[src/rtl/local_bus_master_if.sv]
// rtl/local_bus_master_if.sv - command/response and ALE/CS/ACK local-bus signal bundle
interface local_bus_master_if;
  logic        cmd_valid;
  logic        cmd_ready;
  logic        cmd_rd;
  logic [31:0] cmd_addr;
  logic [31:0] cmd_wdata;
  logic        rsp_valid;
  logic [31:0] rsp_rdata;
  logic        rsp_err;
  logic        ale;
  logic        cs_n;
  logic        rd_wr;
  logic        ack_n;
  logic [31:0] lb_data;
  logic [31:0] lb_rdata;

  modport master (
    input  cmd_valid, cmd_rd, cmd_addr, cmd_wdata, ack_n, lb_rdata,
    output cmd_ready, rsp_valid, rsp_rdata, rsp_err, ale, cs_n, rd_wr, lb_data
  );

  modport slave (
    output cmd_valid, cmd_rd, cmd_addr, cmd_wdata, ack_n, lb_rdata,
    input  cmd_ready, rsp_valid, rsp_rdata, rsp_err, ale, cs_n, rd_wr, lb_data
  );
endinterface

[src/rtl/local_bus_master.sv]
// rtl/local_bus_master.sv - single-outstanding command to ALE/CS/ACK local-bus cycle master
module local_bus_master #(
  parameter int ALE_CYCLES = 2,
  parameter int ADDR_HOLD  = 2,
  parameter int TO_W       = 8
) (
  input  logic                clk,
  input  logic                reset,
  local_bus_master_if.master  bus
);

  localparam int PH_MAX = (ALE_CYCLES > ADDR_HOLD) ? ALE_CYCLES : ADDR_HOLD;
  localparam int PH_W   = (PH_MAX > 1) ? $clog2(PH_MAX + 1) : 1;
  localparam logic [PH_W-1:0] ALE_LAST  = PH_W'(ALE_CYCLES - 1);
  localparam logic [PH_W-1:0] HOLD_LAST = PH_W'(ADDR_HOLD - 1);

  typedef enum logic [2:0] {
    IDLE, ALE_HI, ALE_LO, WAIT_ACK, WAIT_REL, DONE
  } state_t;

  state_t            state_q, state_d;
  logic [PH_W-1:0]   ph_q, ph_d;
  logic [TO_W-1:0]   to_q, to_d, to_inc;
  logic              to_sat;
  logic              ale_q, ale_d;
  logic              cs_n_q, cs_n_d;
  logic              rd_wr_q, rd_wr_d;
  logic [31:0]       lb_data_q, lb_data_d;
  logic [31:0]       wdata_q, wdata_d;
  logic              err_q, err_d;
  logic              rsp_valid_q, rsp_valid_d;
  logic [31:0]       rsp_rdata_q, rsp_rdata_d;
  logic              rsp_err_q, rsp_err_d;

  assign to_inc = to_q + TO_W'(1);
  assign to_sat = (to_inc == {TO_W{1'b1}});

  always_ff @(posedge clk or negedge reset) begin
    if (!reset) begin
      state_q     <= IDLE;
      ph_q        <= '0;
      to_q        <= '0;
      ale_q       <= 1'b0;
      cs_n_q      <= 1'b1;
      rd_wr_q     <= 1'b1;
      lb_data_q   <= '0;
      wdata_q     <= '0;
      err_q       <= 1'b0;
      rsp_valid_q <= 1'b0;
      rsp_rdata_q <= '0;
      rsp_err_q   <= 1'b0;
    end else begin
      state_q     <= state_d;
      ph_q        <= ph_d;
      to_q        <= to_d;
      ale_q       <= ale_d;
      cs_n_q      <= cs_n_d;
      rd_wr_q     <= rd_wr_d;
      lb_data_q   <= lb_data_d;
      wdata_q     <= wdata_d;
      err_q       <= err_d;
      rsp_valid_q <= rsp_valid_d;
      rsp_rdata_q <= rsp_rdata_d;
      rsp_err_q   <= rsp_err_d;
    end
  end

  // Every bus output is computed here one cycle ahead and registered above.
  always_comb begin
    state_d     = state_q;
    ph_d        = ph_q;
    to_d        = to_q;
    ale_d       = ale_q;
    cs_n_d      = cs_n_q;
    rd_wr_d     = rd_wr_q;
    lb_data_d   = lb_data_q;
    wdata_d     = wdata_q;
    err_d       = err_q;
    rsp_valid_d = 1'b0;
    rsp_rdata_d = rsp_rdata_q;
    rsp_err_d   = 1'b0;

    case (state_q)
      IDLE: begin
        if (bus.cmd_valid) begin
          state_d   = ALE_HI;
          ph_d      = '0;
          ale_d     = 1'b1;
          lb_data_d = bus.cmd_addr;
          rd_wr_d   = bus.cmd_rd;
          wdata_d   = bus.cmd_wdata;
          err_d     = 1'b0;
        end
      end

      ALE_HI: begin
        if (ph_q == ALE_LAST) begin
          state_d = ALE_LO;
          ph_d    = '0;
          ale_d   = 1'b0;
        end else begin
          ph_d = ph_q + PH_W'(1);
        end
      end

      // Address stays on lb_data here; data and cs_n switch together.
      ALE_LO: begin
        if (ph_q == HOLD_LAST) begin
          state_d   = WAIT_ACK;
          ph_d      = '0;
          lb_data_d = rd_wr_q ? 32'h0 : wdata_q;
          cs_n_d    = 1'b0;
          to_d      = '0;
        end else begin
          ph_d = ph_q + PH_W'(1);
        end
      end

      WAIT_ACK: begin
        if (!bus.ack_n) begin
          state_d = WAIT_REL;
          cs_n_d  = 1'b1;
          to_d    = '0;
          if (rd_wr_q) begin
            rsp_rdata_d = bus.lb_rdata;
          end
        end else if (to_sat) begin
          state_d = WAIT_REL;
          cs_n_d  = 1'b1;
          to_d    = '0;
          err_d   = 1'b1;
          if (rd_wr_q) begin
            rsp_rdata_d = 32'h0;
          end
        end else begin
          to_d = to_inc;
        end
      end

      // A slave still holding ack_n low at saturation is reported as an error.
      WAIT_REL: begin
        if (bus.ack_n || to_sat) begin
          state_d     = DONE;
          rsp_valid_d = 1'b1;
          rsp_err_d   = err_q | ~bus.ack_n;
          err_d       = err_q | ~bus.ack_n;
          lb_data_d   = 32'h0;
          rd_wr_d     = 1'b1;
          to_d        = '0;
        end else begin
          to_d = to_inc;
        end
      end

      DONE: begin
        state_d = IDLE;
      end

      default: begin
        state_d = IDLE;
      end
    endcase
  end

  assign bus.cmd_ready = (state_q == IDLE);
  assign bus.rsp_valid = rsp_valid_q;
  assign bus.rsp_rdata = rsp_rdata_q;
  assign bus.rsp_err   = rsp_err_q;
  assign bus.ale       = ale_q;
  assign bus.cs_n      = cs_n_q;
  assign bus.rd_wr     = rd_wr_q;
  assign bus.lb_data   = lb_data_q;

endmodule

[src/flat_wrapper.sv]
// flat-port wrapper written by rule: the top's interface ports become plain ports
module local_bus_master_flat 
#(
  parameter int ALE_CYCLES = 2,
  parameter int ADDR_HOLD  = 2,
  parameter int TO_W       = 8
)
  (clk, reset, bus_cmd_valid, bus_cmd_rd, bus_cmd_addr, bus_cmd_wdata, bus_ack_n, bus_lb_rdata, bus_cmd_ready, bus_rsp_valid, bus_rsp_rdata, bus_rsp_err, bus_ale, bus_cs_n, bus_rd_wr, bus_lb_data);
  local_bus_master_if bus_i ();
  input  logic clk;
  input  logic reset;
  input wire logic [$bits(bus_i.cmd_valid)-1:0] bus_cmd_valid;
  input wire logic [$bits(bus_i.cmd_rd)-1:0] bus_cmd_rd;
  input wire logic [$bits(bus_i.cmd_addr)-1:0] bus_cmd_addr;
  input wire logic [$bits(bus_i.cmd_wdata)-1:0] bus_cmd_wdata;
  input wire logic [$bits(bus_i.ack_n)-1:0] bus_ack_n;
  input wire logic [$bits(bus_i.lb_rdata)-1:0] bus_lb_rdata;
  output wire logic [$bits(bus_i.cmd_ready)-1:0] bus_cmd_ready;
  output wire logic [$bits(bus_i.rsp_valid)-1:0] bus_rsp_valid;
  output wire logic [$bits(bus_i.rsp_rdata)-1:0] bus_rsp_rdata;
  output wire logic [$bits(bus_i.rsp_err)-1:0] bus_rsp_err;
  output wire logic [$bits(bus_i.ale)-1:0] bus_ale;
  output wire logic [$bits(bus_i.cs_n)-1:0] bus_cs_n;
  output wire logic [$bits(bus_i.rd_wr)-1:0] bus_rd_wr;
  output wire logic [$bits(bus_i.lb_data)-1:0] bus_lb_data;
  assign bus_i.cmd_valid = bus_cmd_valid;
  assign bus_i.cmd_rd = bus_cmd_rd;
  assign bus_i.cmd_addr = bus_cmd_addr;
  assign bus_i.cmd_wdata = bus_cmd_wdata;
  assign bus_i.ack_n = bus_ack_n;
  assign bus_i.lb_rdata = bus_lb_rdata;
  assign bus_cmd_ready = bus_i.cmd_ready;
  assign bus_rsp_valid = bus_i.rsp_valid;
  assign bus_rsp_rdata = bus_i.rsp_rdata;
  assign bus_rsp_err = bus_i.rsp_err;
  assign bus_ale = bus_i.ale;
  assign bus_cs_n = bus_i.cs_n;
  assign bus_rd_wr = bus_i.rd_wr;
  assign bus_lb_data = bus_i.lb_data;
  local_bus_master #(.ALE_CYCLES(ALE_CYCLES), .ADDR_HOLD(ADDR_HOLD), .TO_W(TO_W)) u_core (.clk(clk), .reset(reset), .bus(bus_i));
endmodule
[config.mk]
export PLATFORM = sky130hd
export DESIGN_NAME = local_bus_master_flat
export DESIGN_NICKNAME = d
export VERILOG_FILES = /design/src/rtl/local_bus_master_if.sv /design/src/rtl/local_bus_master.sv /design/src/flat_wrapper.sv
export SDC_FILE = /design/constraint.sdc
export NUM_CORES = 1
export LEC_CHECK = 0
export CORE_MARGIN = 2
export CORE_UTILIZATION = 49
export CTS_CLUSTER_DIAMETER = 30
export DETAILED_ROUTE_END_ITERATION = 16
export PLACE_DENSITY_LB_ADDON = 0.05
export SLEW_MARGIN = 5
export SYNTH_ARGS = -nofsm -noshare
export SYNTH_HDL_FRONTEND = slang
export SYNTH_SLANG_ARGS = --single-unit
[constraint.sdc]
create_clock -name clk -period 3.7 [get_ports clk]
set_clock_uncertainty 0.15 [all_clocks]
set_input_delay 0.925 -clock clk [delete_from_list [all_inputs] [get_ports clk]]
set_output_delay 0.925 -clock clk [all_outputs]
set_load 0.01 [all_outputs]
After elaboration in Yosys (flattened, before gate mapping)
Index checks and enable logic that the tools add are counted.
- flip-flop bits (word level): 115
- input port bits: 101
- output and inout port bits: 70
- word-level logic and storage cells: 93
- add/subtract/negate cells: 2
- equality and inequality tests: 15
- mux-type cells: 41
- bitwise logic cells: 2
- reductions and logical operators: 21
- operators by type and width (cell ; count):
    32-bit two-way mux ; 8
    32-bit one-hot mux with 3 select lines ; 1
    8-bit two-way mux ; 4
    8-bit one-hot mux with 3 select lines ; 1
    3-bit two-way mux ; 6
    3-bit one-hot mux with 5 select lines ; 1
    1-bit two-way mux ; 13
    2-bit by 1-bit inequality test with 1-bit output, second input constant ; 5
    5-bit AND reduction ; 2
    2-bit nonzero test ; 5
    3-bit AND reduction ; 3
    3-bit nonzero test ; 3
    8-bit by 1-bit adder with 8-bit output, second input constant ; 1
    8-bit == test, second input constant ; 1
    4-bit AND reduction ; 2
    3-bit by 2-bit == test with 1-bit output, second input constant ; 2
    2-bit inequality test, second input constant ; 3
    1-bit one-hot mux with 2 select lines ; 3
    2-bit AND reduction ; 3
    2-bit two-way mux ; 2
    2-bit one-hot mux with 2 select lines ; 1
    3-bit by 1-bit == test with 1-bit output, second input constant ; 1
    3-bit == test, second input constant ; 1
    3-bit zero test ; 1
    other kinds (8) ; 8

Logic depth before layout (Yosys ltp)
Gate-level depths: netlist of the first run.
- depth in word-level cells: 5
- depth in mapped cells: 8
- depth with buffers taken out: 7

Worst setup path before layout of the first run
No wires, ideal clock.
- path type: in2reg
- from: in bus_ack_n
- to: reg u_core.to_q[3]
- library setup time: 0.116 ns
- data arrival time: 2.323 ns
- required time: 3.434 ns
- slack: 1.111 ns
- stages on the path: 5
- buffers on the path: 1
- path through: clkbuf_1 > or4b_2 > nand2_1 > nand2_1 > o311ai_0
- cells in the longest elaborated chain, start to end: 3
- elaborated cells on any way between the ends: 4
- those cells by class: mux (3); reduce/logical (1)
- RTL lines (element ; line ; text):
    start, declared ; flat_wrapper.sv:16 ; input wire logic [$bits(bus_i.ack_n)-1:0] bus_ack_n;
    1-bit logical OR ; local_bus_master.sv:142 ; if (bus.ack_n || to_sat) begin
    8-bit two-way mux ; local_bus_master.sv:142 ;
    8-bit one-hot mux with 3 select lines (*) ; local_bus_master.sv:83 ; case (state_q)
    end signal, assigned ; local_bus_master.sv:55 ; to_q <= to_d;
    end, declared ; local_bus_master.sv:23 ; logic [TO_W-1:0] to_q, to_d, to_inc;
Every way passes the cells marked *; elsewhere a longest branch is shown, timed or not.
A chain may end at the register's enable or synchronous reset.

Worst setup path in the final report of the first run
- from: reg u_core.state_q[0]
- to: out bus_cmd_ready
- cells in the longest elaborated chain, start to end: 1
- RTL lines (element ; line ; text):
    start, declared ; local_bus_master.sv:21 ; state_t state_q, state_d;
    start signal, assigned ; local_bus_master.sv:53 ; state_q <= state_d;
    3-bit zero test ; local_bus_master.sv:165 ; assign bus.cmd_ready = (state_q == IDLE);
    end, declared ; flat_wrapper.sv:18 ; output wire logic [$bits(bus_i.cmd_ready)-1:0] bus_cmd_ready;
No other way between the ends.

==> results_dict.tcl, run 1 <==
set metrics [dict create \
    post_synth_xor_area_fraction_pct 0.177 \
    place_ws_ps 494 \
    yosysTopAreaCell "sky130_fd_sc_hd__dfrtp_1" \
    synth_nets 488 \
    synthSimpleGateAreaFrac_pct 6.69 \
    synth_area_um2 4950 \
    synth_warnings 0 \
    critical_path.slowest_cell "sky130_fd_sc_hd__dfrtp_1" \
    r2r-end "u_core.bus.rsp_rdata[27]" \
    ys_ff_latch 115 \
    fin_ws_ps 584 \
    synth.mux.area_fraction_pct 14.7 \
    worstSetupStartpointType "flop" \
    grt_util_all_layers_pct 24.0 \
    number_of_enable_type_register_cells_in_the_synthesized_netlist 0 \
    end_kind "output port" \
    critical_path.reg2reg.startpoint "u_core.to_q[0]" \
    worst_r2r_path_depth 7 \
    status "complete, no violations" \
    synth_compound_area_share_pct 17.1 \
    final_worst_path_period_need_ps 3120 \
    gr-usage-met1_pct 29.8 \
    power-per-cell-area_nw_per_um2 874 \
    io_pins 171 \
    finalSetupTns_ps 0 \
    worstPathRequired_ps 2620 \
    grt_pass1_wl_um 20500 \
    worst-path-buf-inv 1 \
    antenna_found_initial 0 \
    finalMaxSlewViolations 0 \
    drt.antenna.violating_nets 0 \
    cpLargestDelayFamily "flip-flops" \
    ff2ff_setup_slack_ps 740 \
    synth.top_cell.area_share_pct 57.1 \
    routed_via_density 5.54 \
    maximum_number_of_pins_on_one_net_before_global_route_repair 48 \
    post_cts_buffers 0 \
    tritoncts.num_buffers 17 \
    initial_core_utilization_pct 50.7 \
    multi_input_comb_area_um2 1960 \
    grt_setup_unrepaired "no" \
    detail_route.wl_per_cell_um 17.9 \
    placement_rows 36 \
    layout-drive-gt1-share_pct 14.8 \
    fillCellCount 664 \
    clock_tree.buffer_depth 2 \
    post_cts.resized_instances 0 \
    die_area_um2 10900 \
    final_nets 658 \
    placeableCoreArea_um2 9770 \
    cts_clock_pin_slew_for_the_worst_setup_and_hold_paths_ps 60 \
    global_route.usage.met3_pct 8.30 \
    die-width_um 105 \
    total_detailed_routing_wirelength_um 12500 \
    postCtsHoldBufs 0 \
    async_reset_ff_share_pct 100 \
    synth.top_cells.by_area "sky130_fd_sc_hd__dfrtp_1 (57%), sky130_fd_sc_hd__a22o_1 (11%), sky130_fd_sc_hd__mux2_2 (8.0%)" \
    tritoncts "yes" \
    post_synth_num_cell_types 44 \
    total_power_uw 6490 \
    largest_stage_delay_on_the_critical_path_ps 600 \
    grt-ovfl-total 0 \
    global_placer_s_final_weighted_congestion 0.841 \
    number_of_optimization_iterations_in_the_first_detailed_route_pass 4 \
    setup_viol 0 \
    cts_sinks 115 \
    tightest_slew_ps 1060 \
    worst_skew_late_latency_ps 520 \
    io_buf_count 170 \
    detailedPlacementHpwl_um 8310 \
    ff_latch_area_um2 2880 \
    remaining_drc_errors 0 \
    cts_root_buf "sky130_fd_sc_hd__clkbuf_8" \
    timing.final.crit_share_pct 84.2 \
    avgSynthCellArea_um2 12.9 \
    cts-htree-levels 4 \
    gr-usage-met2_pct 38.8 \
    crit_path_max_fanout 18 \
    synth_seq_area_share_pct 58.1 \
    syn_to_final_growth_pct 49.8 \
    syn_inst 385 \
    synth_flop_cell "sky130_fd_sc_hd__dfrtp_1" \
    chain_of_cells_forming_the_critical_path "nor3_1 -> clkdlybuf4s50_1" \
    maxCapViolations 0 \
    max-vdd-ir-drop_mv 0.513 \
    die_height_um 105 \
    maxClockFrequency_ghz 0.321 \
    antenna-diode-count 0 \
    max-slew-margin-rel_pct 29.5 \
    post_synth_fa_ha_maj_area_fraction_pct 0.505 \
    vias 3882 \
    timing.critical_path.arrival_ps 2040 \
    worst-setup-path-type "reg2out" \
    critical_path.startpoint "u_core.state_q[0]" \
    post_synth_most_frequent_cells "sky130_fd_sc_hd__dfrtp_1 (113), sky130_fd_sc_hd__a22o_1 (64), sky130_fd_sc_hd__mux2_2 (35), sky130_fd_sc_hd__mux2_1 (29), sky130_fd_sc_hd__nand2_1 (24)" \
    power.leakage_uw 0.00324 \
    worstHoldPathType "in2async" \
    number_of_drc_violations_after_detailed_routing_iteration_0 164 \
    synth.most_common_cell "sky130_fd_sc_hd__dfrtp_1" \
    hold_violations 0 \
    grt.busiest_layer "met2" \
    combinational_family_with_the_most_area_after_synthesis "compound AO/OA/AOI/OAI gates" \
    first_global_vias 4078 \
]
routing by layer:
layer / wire length, µm / up-vias
met5: 0 / -
met4: 253 / 0
met3: 912 / 23
met2: 6190 / 147
met1: 5170 / 1930
li1: - / 1782
flip-flops by register name, summed over array words and instances, names as in the netlist:
name / count
u_core.bus.ale: 1
u_core.bus.cs_n: 1
u_core.bus.lb_data: 32
u_core.bus.rd_wr: 1
u_core.bus.rsp_err: 1
u_core.bus.rsp_rdata: 32
u_core.bus.rsp_valid: 1
u_core.err_q: 1
u_core.ph_q: 2
u_core.state_q: 3
u_core.to_q: 8
u_core.wdata_q: 32
power breakdown:
group,switching (µW),internal [µW]
sequential,426,1870
combinational,1030,1450
clock,590,1120
total,2050,4440
logic make-up (layout without fill, tap and decap cells):
logic type / after synthesis / count (layout)
flops: 115 / 115
compound gates: 105 / 105
mux: 65 / 65
simple gates: 65 / 65
buf+inv: 32 / 215
fa+ha+maj: 2 / 2
xor+xnor: 1 / 1
worst register-to-register path: stages (launching register included):
cell and delay, ps:
sky130_fd_sc_hd__dfrtp_1 440, sky130_fd_sc_hd__ha_1 260, sky130_fd_sc_hd__nor2b_1 140, sky130_fd_sc_hd__and2_1 190
sky130_fd_sc_hd__o221ai_2 350, sky130_fd_sc_hd__buf_4 250, sky130_fd_sc_hd__a21o_1 830, sky130_fd_sc_hd__a22o_1 270
layout make-up:
| cell class | instances | area share (%) |
|---|---|---|
| Inverter | 6 | 0.303 |
| Sequential cell | 115 | 38.8 |
| Tap cell | 133 | 2.24 |
| Clock inverter | 14 | 2.71 |
| Clock buffer | 18 | 5.77 |
| Multi-Input combinational cell | 238 | 26.4 |
| Timing Repair Buffer | 177 | 23.8 |
per-stage QoR:
step	utilization, %	std cells	hold WS (ps)	area (µm²)
2_1_floorplan	-	385	308	4950
3_3_place_gp	69.4	669	318	6790
3_5_place_dp	69.4	669	325	6790
4_1_cts	75.9	701	274	7420
5_1_grt	75.9	701	305	7420
6_report	75.9	701	265	7420
cells in the final DEF (no fill, tap or decap), drive strengths merged, types with 4 or more instances in the layout:
master         synthesis  layout
nor2                  10      10
a21oi                  6       6
mux2                  64      64
dfrtp                113     113
inv                    6       9
buf                    7       8
clkbuf                19      18
nor2b                  5       5
clkdlybuf4s50          0     169
bufinv                 0       4
nand2                 24      24
o21ai                 12      12
a22o                  64      64
nand4                  4       4
clkinv                 0       5
nand3                  5       5
worst max-delay path by stage:
stage                     endpoint  slack, ps  cells past startpoint
floorplan           u_core.to_q[3]       1110                      5
global placement    u_core.to_q[3]        580                      5
detailed placement  u_core.to_q[3]        490                      5
CTS                  bus_cmd_ready        570                      2
global route         bus_cmd_ready        510                      2
finish               bus_cmd_ready        580                      2
(Power assumes the default switching activity.)
==> inputs of run 2 (changes only) <==
CORE_UTILIZATION = 45   (was 49)
clock period = 3.2 ns   (was 3.7 ns; I/O delays follow)
==> results_dict.tcl, run 2 (synthesis results as in run 1) <==
set metrics [dict create \
    first_global_vias 4005 \
    tightest_slew_ps 604 \
    cts-htree-levels 4 \
    critical_path.slowest_cell "sky130_fd_sc_hd__dfrtp_1" \
    total_power_uw 7440 \
    detailedPlacementHpwl_um 8290 \
    drt.antenna.violating_nets 0 \
    chain_of_cells_forming_the_critical_path "nor3_1 -> clkdlybuf4s50_1" \
    io_pins 171 \
    grt-ovfl-total 0 \
    final_nets 663 \
    cts_sinks 115 \
    timing.critical_path.arrival_ps 2100 \
    finalMaxSlewViolations 0 \
    power.leakage_uw 0.00324 \
    global_placer_s_final_weighted_congestion 0.816 \
    worst-path-buf-inv 1 \
    io_buf_count 170 \
    post_cts.resized_instances 0 \
    total_detailed_routing_wirelength_um 12700 \
    placement_rows 38 \
    number_of_drc_violations_after_detailed_routing_iteration_0 211 \
    maximum_number_of_pins_on_one_net_before_global_route_repair 55 \
    routed_via_density 5.42 \
    worst_r2r_path_depth 7 \
    number_of_optimization_iterations_in_the_first_detailed_route_pass 5 \
    cts_root_buf "sky130_fd_sc_hd__clkbuf_8" \
    crit_path_max_fanout 18 \
    tritoncts "yes" \
    grt_pass1_wl_um 20400 \
    antenna_found_initial 0 \
    final_worst_path_period_need_ps 3050 \
    layout.cells.most_common "sky130_fd_sc_hd__clkdlybuf4s50_1" \
    status "complete, no violations" \
    vias 3856 \
    path_depth 2 \
    power-per-cell-area_nw_per_um2 999 \
    worstSetupStartpointType "flop" \
    die_height_um 109 \
    initial_core_utilization_pct 45.9 \
    final_cell_mix "sky130_fd_sc_hd__clkdlybuf4s50_1 (169), sky130_fd_sc_hd__dfrtp_1 (113), sky130_fd_sc_hd__a22o_1 (64), sky130_fd_sc_hd__mux2_2 (35), sky130_fd_sc_hd__mux2_1 (29)" \
    layout-drive-gt1-share_pct 15.4 \
    hold_violations 0 \
    grt_util_all_layers_pct 22.7 \
    timing.final.crit_share_pct 95.3 \
    syn_to_final_growth_pct 50.3 \
    worstPathRequired_ps 2250 \
    largest_stage_delay_on_the_critical_path_ps 600 \
    maxClockFrequency_ghz 0.328 \
    end_kind "output port" \
    r2r-end "u_core.bus.lb_data[3]" \
    clock_tree.buffer_depth 2 \
    max-vdd-ir-drop_mv 0.631 \
    worst-setup-path-type "reg2out" \
    antenna-diode-count 0 \
    ff2ff_setup_slack_ps 440 \
    die_area_um2 11900 \
    cpLargestDelayFamily "flip-flops" \
    die-width_um 109 \
    critical_path.reg2reg.startpoint "u_core.to_q[0]" \
    placeableCoreArea_um2 10800 \
    maxCapViolations 0 \
    worstHoldPathType "in2async" \
    finalSetupTns_ps 0 \
    cts_clock_pin_slew_for_the_worst_setup_and_hold_paths_ps 60 \
    worst_skew_late_latency_ps 520 \
    setup_viol 0 \
    postCtsHoldBufs 0 \
    max-slew-margin-rel_pct 59.7 \
    post_cts_buffers 0 \
    tritoncts.num_buffers 17 \
    grt_setup_unrepaired "no" \
    final_core_utilization_pct 69.0 \
    remaining_drc_errors 0 \
    detail_route.wl_per_cell_um 17.8 \
]
[run 2: cell types whose count changed in the layout (fill, tap and decap cells not counted)]
cell	change
sky130_fd_sc_hd__buf_4	+3
sky130_fd_sc_hd__clkinv_4	-3
sky130_fd_sc_hd__clkinvlp_4	+3
sky130_fd_sc_hd__buf_12	+2
sky130_fd_sc_hd__clkinv_2	+2
sky130_fd_sc_hd__inv_6	-2
sky130_fd_sc_hd__bufinv_16	-1
sky130_fd_sc_hd__nor2_2	+1
sky130_fd_sc_hd__nor2_4	-1
[run 2: through the flow]
step / worst slack (ps) / std cells / hold slack [ps] / cell area [µm²]
after floorplan: 736 / 385 / 308 / 4950
after global placement: 468 / 681 / 317 / 6860
after detailed placement: 445 / 681 / 327 / 6860
after CTS: 124 / 712 / 60.9 / 7450
after global routing: 26.9 / 712 / 73.1 / 7450
final: 150 / 712 / 54.4 / 7450
[run 2: worst max path at each step]
| stage | to | from | slack, ps |
|---|---|---|---|
| floorplan | u_core.to_q[3] | bus_ack_n | 740 |
| global placement | u_core.bus.lb_data[1] | bus_ack_n | 470 |
| detailed placement | u_core.bus.lb_data[0] | bus_ack_n | 440 |
| CTS | bus_cmd_ready | u_core.state_q[0] | 120 |
| global route | bus_cmd_ready | u_core.state_q[0] | 30 |
| finish | bus_cmd_ready | u_core.state_q[0] | 150 |
[run 2: area by class of cell]
class | instances | area [µm²]
clock buffer | 18 | 428
clock inverter | 13 | 160
fill | 814 | 3350
inverter | 6 | 22.5
multi-input combinational | 238 | 1950
sequential | 115 | 2880
tap | 140 | 175
timing repair buffer | 182 | 1830
[run 2: power by group]
| part | internal, µW | switching, µW |
|---|---|---|
| sequential | 2170 | 483 |
| clock | 1200 | 680 |
| combinational | 1710 | 1200 |
[run 2: worst reg2reg max path: cells and delay by family, from the launching register on]
family	cells	cell delay, ps
simple gates	1	260
fa+ha+maj	1	230
buf+inv	1	260
flops	1	450
compound gates	2	560
mux	2	740
[run 2: metal layers]
| layer | routed length, µm | share of wire (%) | vias up | GRT usage (%) |
|---|---|---|---|---|
| met3 | 1020 | 8.0 | 15 | 9.92 |
| met2 | 6140 | 48 | 127 | 36.1 |
| met1 | 5380 | 42 | 1927 | 27.9 |
| met4 | 144 | 1.1 | 0 | 7.23 |
| met5 | 0 | 0 | - | 0 |
| li1 | - | - | 1787 | - |
==> inputs of run 3 (changes only) <==
CORE_MARGIN = 3   (was 2)
==> results_dict.tcl, run 3 (synthesis results as in run 1) <==
set metrics [dict create \
    status "complete, no violations" \
    setup_viol 0 \
    fillCellCount 783 \
    initial_core_utilization_pct 47.1 \
    detailedPlacementHpwl_um 8820 \
    critical_path.slowest_cell "sky130_fd_sc_hd__dfrtp_1" \
    layout.cells.most_common "sky130_fd_sc_hd__clkdlybuf4s50_1" \
    post_cts_buffers 0 \
    maximum_number_of_pins_on_one_net_before_global_route_repair 62 \
    final_cell_mix "sky130_fd_sc_hd__clkdlybuf4s50_1 (169), sky130_fd_sc_hd__dfrtp_1 (113), sky130_fd_sc_hd__a22o_1 (64), sky130_fd_sc_hd__mux2_2 (35), sky130_fd_sc_hd__mux2_1 (29)" \
    crit_path_max_fanout 18 \
    largest_stage_delay_on_the_critical_path_ps 590 \
    post_cts.resized_instances 0 \
    syn_to_final_growth_pct 50.1 \
    layout-drive-gt1-share_pct 15.8 \
    antenna_found_initial 0 \
    tightest_slew_ps 687 \
    critical_path.reg2reg.startpoint "u_core.to_q[0]" \
    placement_rows 37 \
    worst-path-buf-inv 1 \
    timing.final.crit_share_pct 93.8 \
    r2r-end "u_core.bus.lb_data[1]" \
    cts_root_buf "sky130_fd_sc_hd__clkbuf_8" \
    cts_sinks 115 \
    antenna-diode-count 0 \
    worstPathRequired_ps 2250 \
    worst_r2r_path_depth 7 \
    finalMaxSlewViolations 0 \
    die_height_um 111 \
    max-slew-margin-rel_pct 54.2 \
    clock_tree.buffer_depth 2 \
    tritoncts "yes" \
    power.leakage_uw 0.00325 \
    gr-usage-met1_pct 26.3 \
    finalSetupTns_ps 0 \
    chain_of_cells_forming_the_critical_path "nor3_1 -> clkdlybuf4s50_1" \
    ff2ff_setup_slack_ps 430 \
    tritoncts.num_buffers 17 \
    drt.antenna.violating_nets 0 \
    cts-htree-levels 4 \
    final_nets 665 \
    cts_clock_pin_slew_for_the_worst_setup_and_hold_paths_ps 60 \
    final_worst_path_period_need_ps 3000 \
    worst_skew_late_latency_ps 510 \
    grt_pass1_wl_um 21200 \
    grt_setup_unrepaired "no" \
    cpLargestDelayFamily "flip-flops" \
    grt_util_all_layers_pct 21.4 \
    global_placer_s_final_weighted_congestion 0.849 \
    die_area_um2 12300 \
    io_buf_count 170 \
    worst-setup-path-type "reg2out" \
    postCtsHoldBufs 0 \
    maxCapViolations 0 \
    hold_violations 0 \
    place_ws_ps 320 \
    global_route.usage.met3_pct 9.01 \
    total_detailed_routing_wirelength_um 12700 \
    vias 3884 \
    first_global_vias 4196 \
    number_of_drc_violations_after_detailed_routing_iteration_0 197 \
    detail_route.wl_per_cell_um 17.9 \
    max-vdd-ir-drop_mv 0.552 \
    power-per-cell-area_nw_per_um2 995 \
    grt-ovfl-total 0 \
    timing.critical_path.arrival_ps 2050 \
    end_kind "output port" \
    gr-usage-met2_pct 34.7 \
    maxClockFrequency_ghz 0.333 \
    remaining_drc_errors 0 \
    worstSetupStartpointType "flop" \
    grt.busiest_layer "met2" \
    io_pins 171 \
    worstHoldPathType "in2async" \
    fin_ws_ps 199 \
    placeableCoreArea_um2 10500 \
    routed_via_density 5.46 \
    number_of_optimization_iterations_in_the_first_detailed_route_pass 4 \
    die-width_um 111 \
]
run 3: changes by cell type in the layout (fill, tap and decap cells not counted), sizes merged:
cell,change
clkbuf,+1
inv,-1
buf,+2
clkinv,+1
run 3: per-layer routing:
layer / vias up / wire length (µm)
met5: - / 0
li1: 1792 / -
met3: 11 / 1110
met1: 1932 / 5190
met4: 0 / 157
met2: 149 / 6260
run 3: worst max-delay path by stage:
stage                           start               endpoint  slack [ps]  cells past startpoint
finish              u_core.state_q[0]          bus_cmd_ready         200                      2
global route        u_core.state_q[0]          bus_cmd_ready          70                      2
CTS                 u_core.state_q[0]          bus_cmd_ready         170                      2
detailed placement          bus_ack_n         u_core.to_q[3]         320                      5
global placement            bus_ack_n  u_core.bus.lb_data[1]         360                      5
floorplan                   bus_ack_n         u_core.to_q[3]         740                      5
run 3: cell type report:
type | instances | area [µm²] | share of cell area (%)
clock inverter | 13 | 160 | 2.15
clock buffer | 19 | 432 | 5.80
sequential | 115 | 2880 | 38.7
tap | 136 | 170 | 2.29
timing repair buffer | 184 | 1820 | 24.4
inverter | 6 | 22.5 | 0.303
multi-input combinational | 238 | 1960 | 26.3
run 3: where the power goes:
group	internal (µW)	switching [µW]	leakage, µW
Clock	1200	660	0.000276
Sequential	2170	491	0.00141
Combinational	1700	1180	0.00156
Total	5070	2330	0.00325
run 3: worst reg2reg max path: stages (launching register included):
cell                       delay [ps]
sky130_fd_sc_hd__dfrtp_1          460
sky130_fd_sc_hd__ha_1             220
sky130_fd_sc_hd__and3_1           270
sky130_fd_sc_hd__mux2i_1          330
sky130_fd_sc_hd__o221ai_2         220
sky130_fd_sc_hd__a221oi_4         310
sky130_fd_sc_hd__buf_4            330
sky130_fd_sc_hd__mux2_2           380
run 3: metrics by stage:
step | hold WS [ps] | instance area (µm²) | cells | utilization, % | total power, µW
final | 77.6 | 7440 | 711 | 70.8 | 7400
after global routing | 84.5 | 7440 | 711 | 70.8 | 7870
after CTS | 65.7 | 7440 | 711 | 70.8 | 7490
after detailed placement | 328 | 6850 | 679 | 65.1 | 5570
after global placement | 317 | 6850 | 679 | 65.1 | 5490
after floorplan | 308 | 4950 | 385 | - | 4130
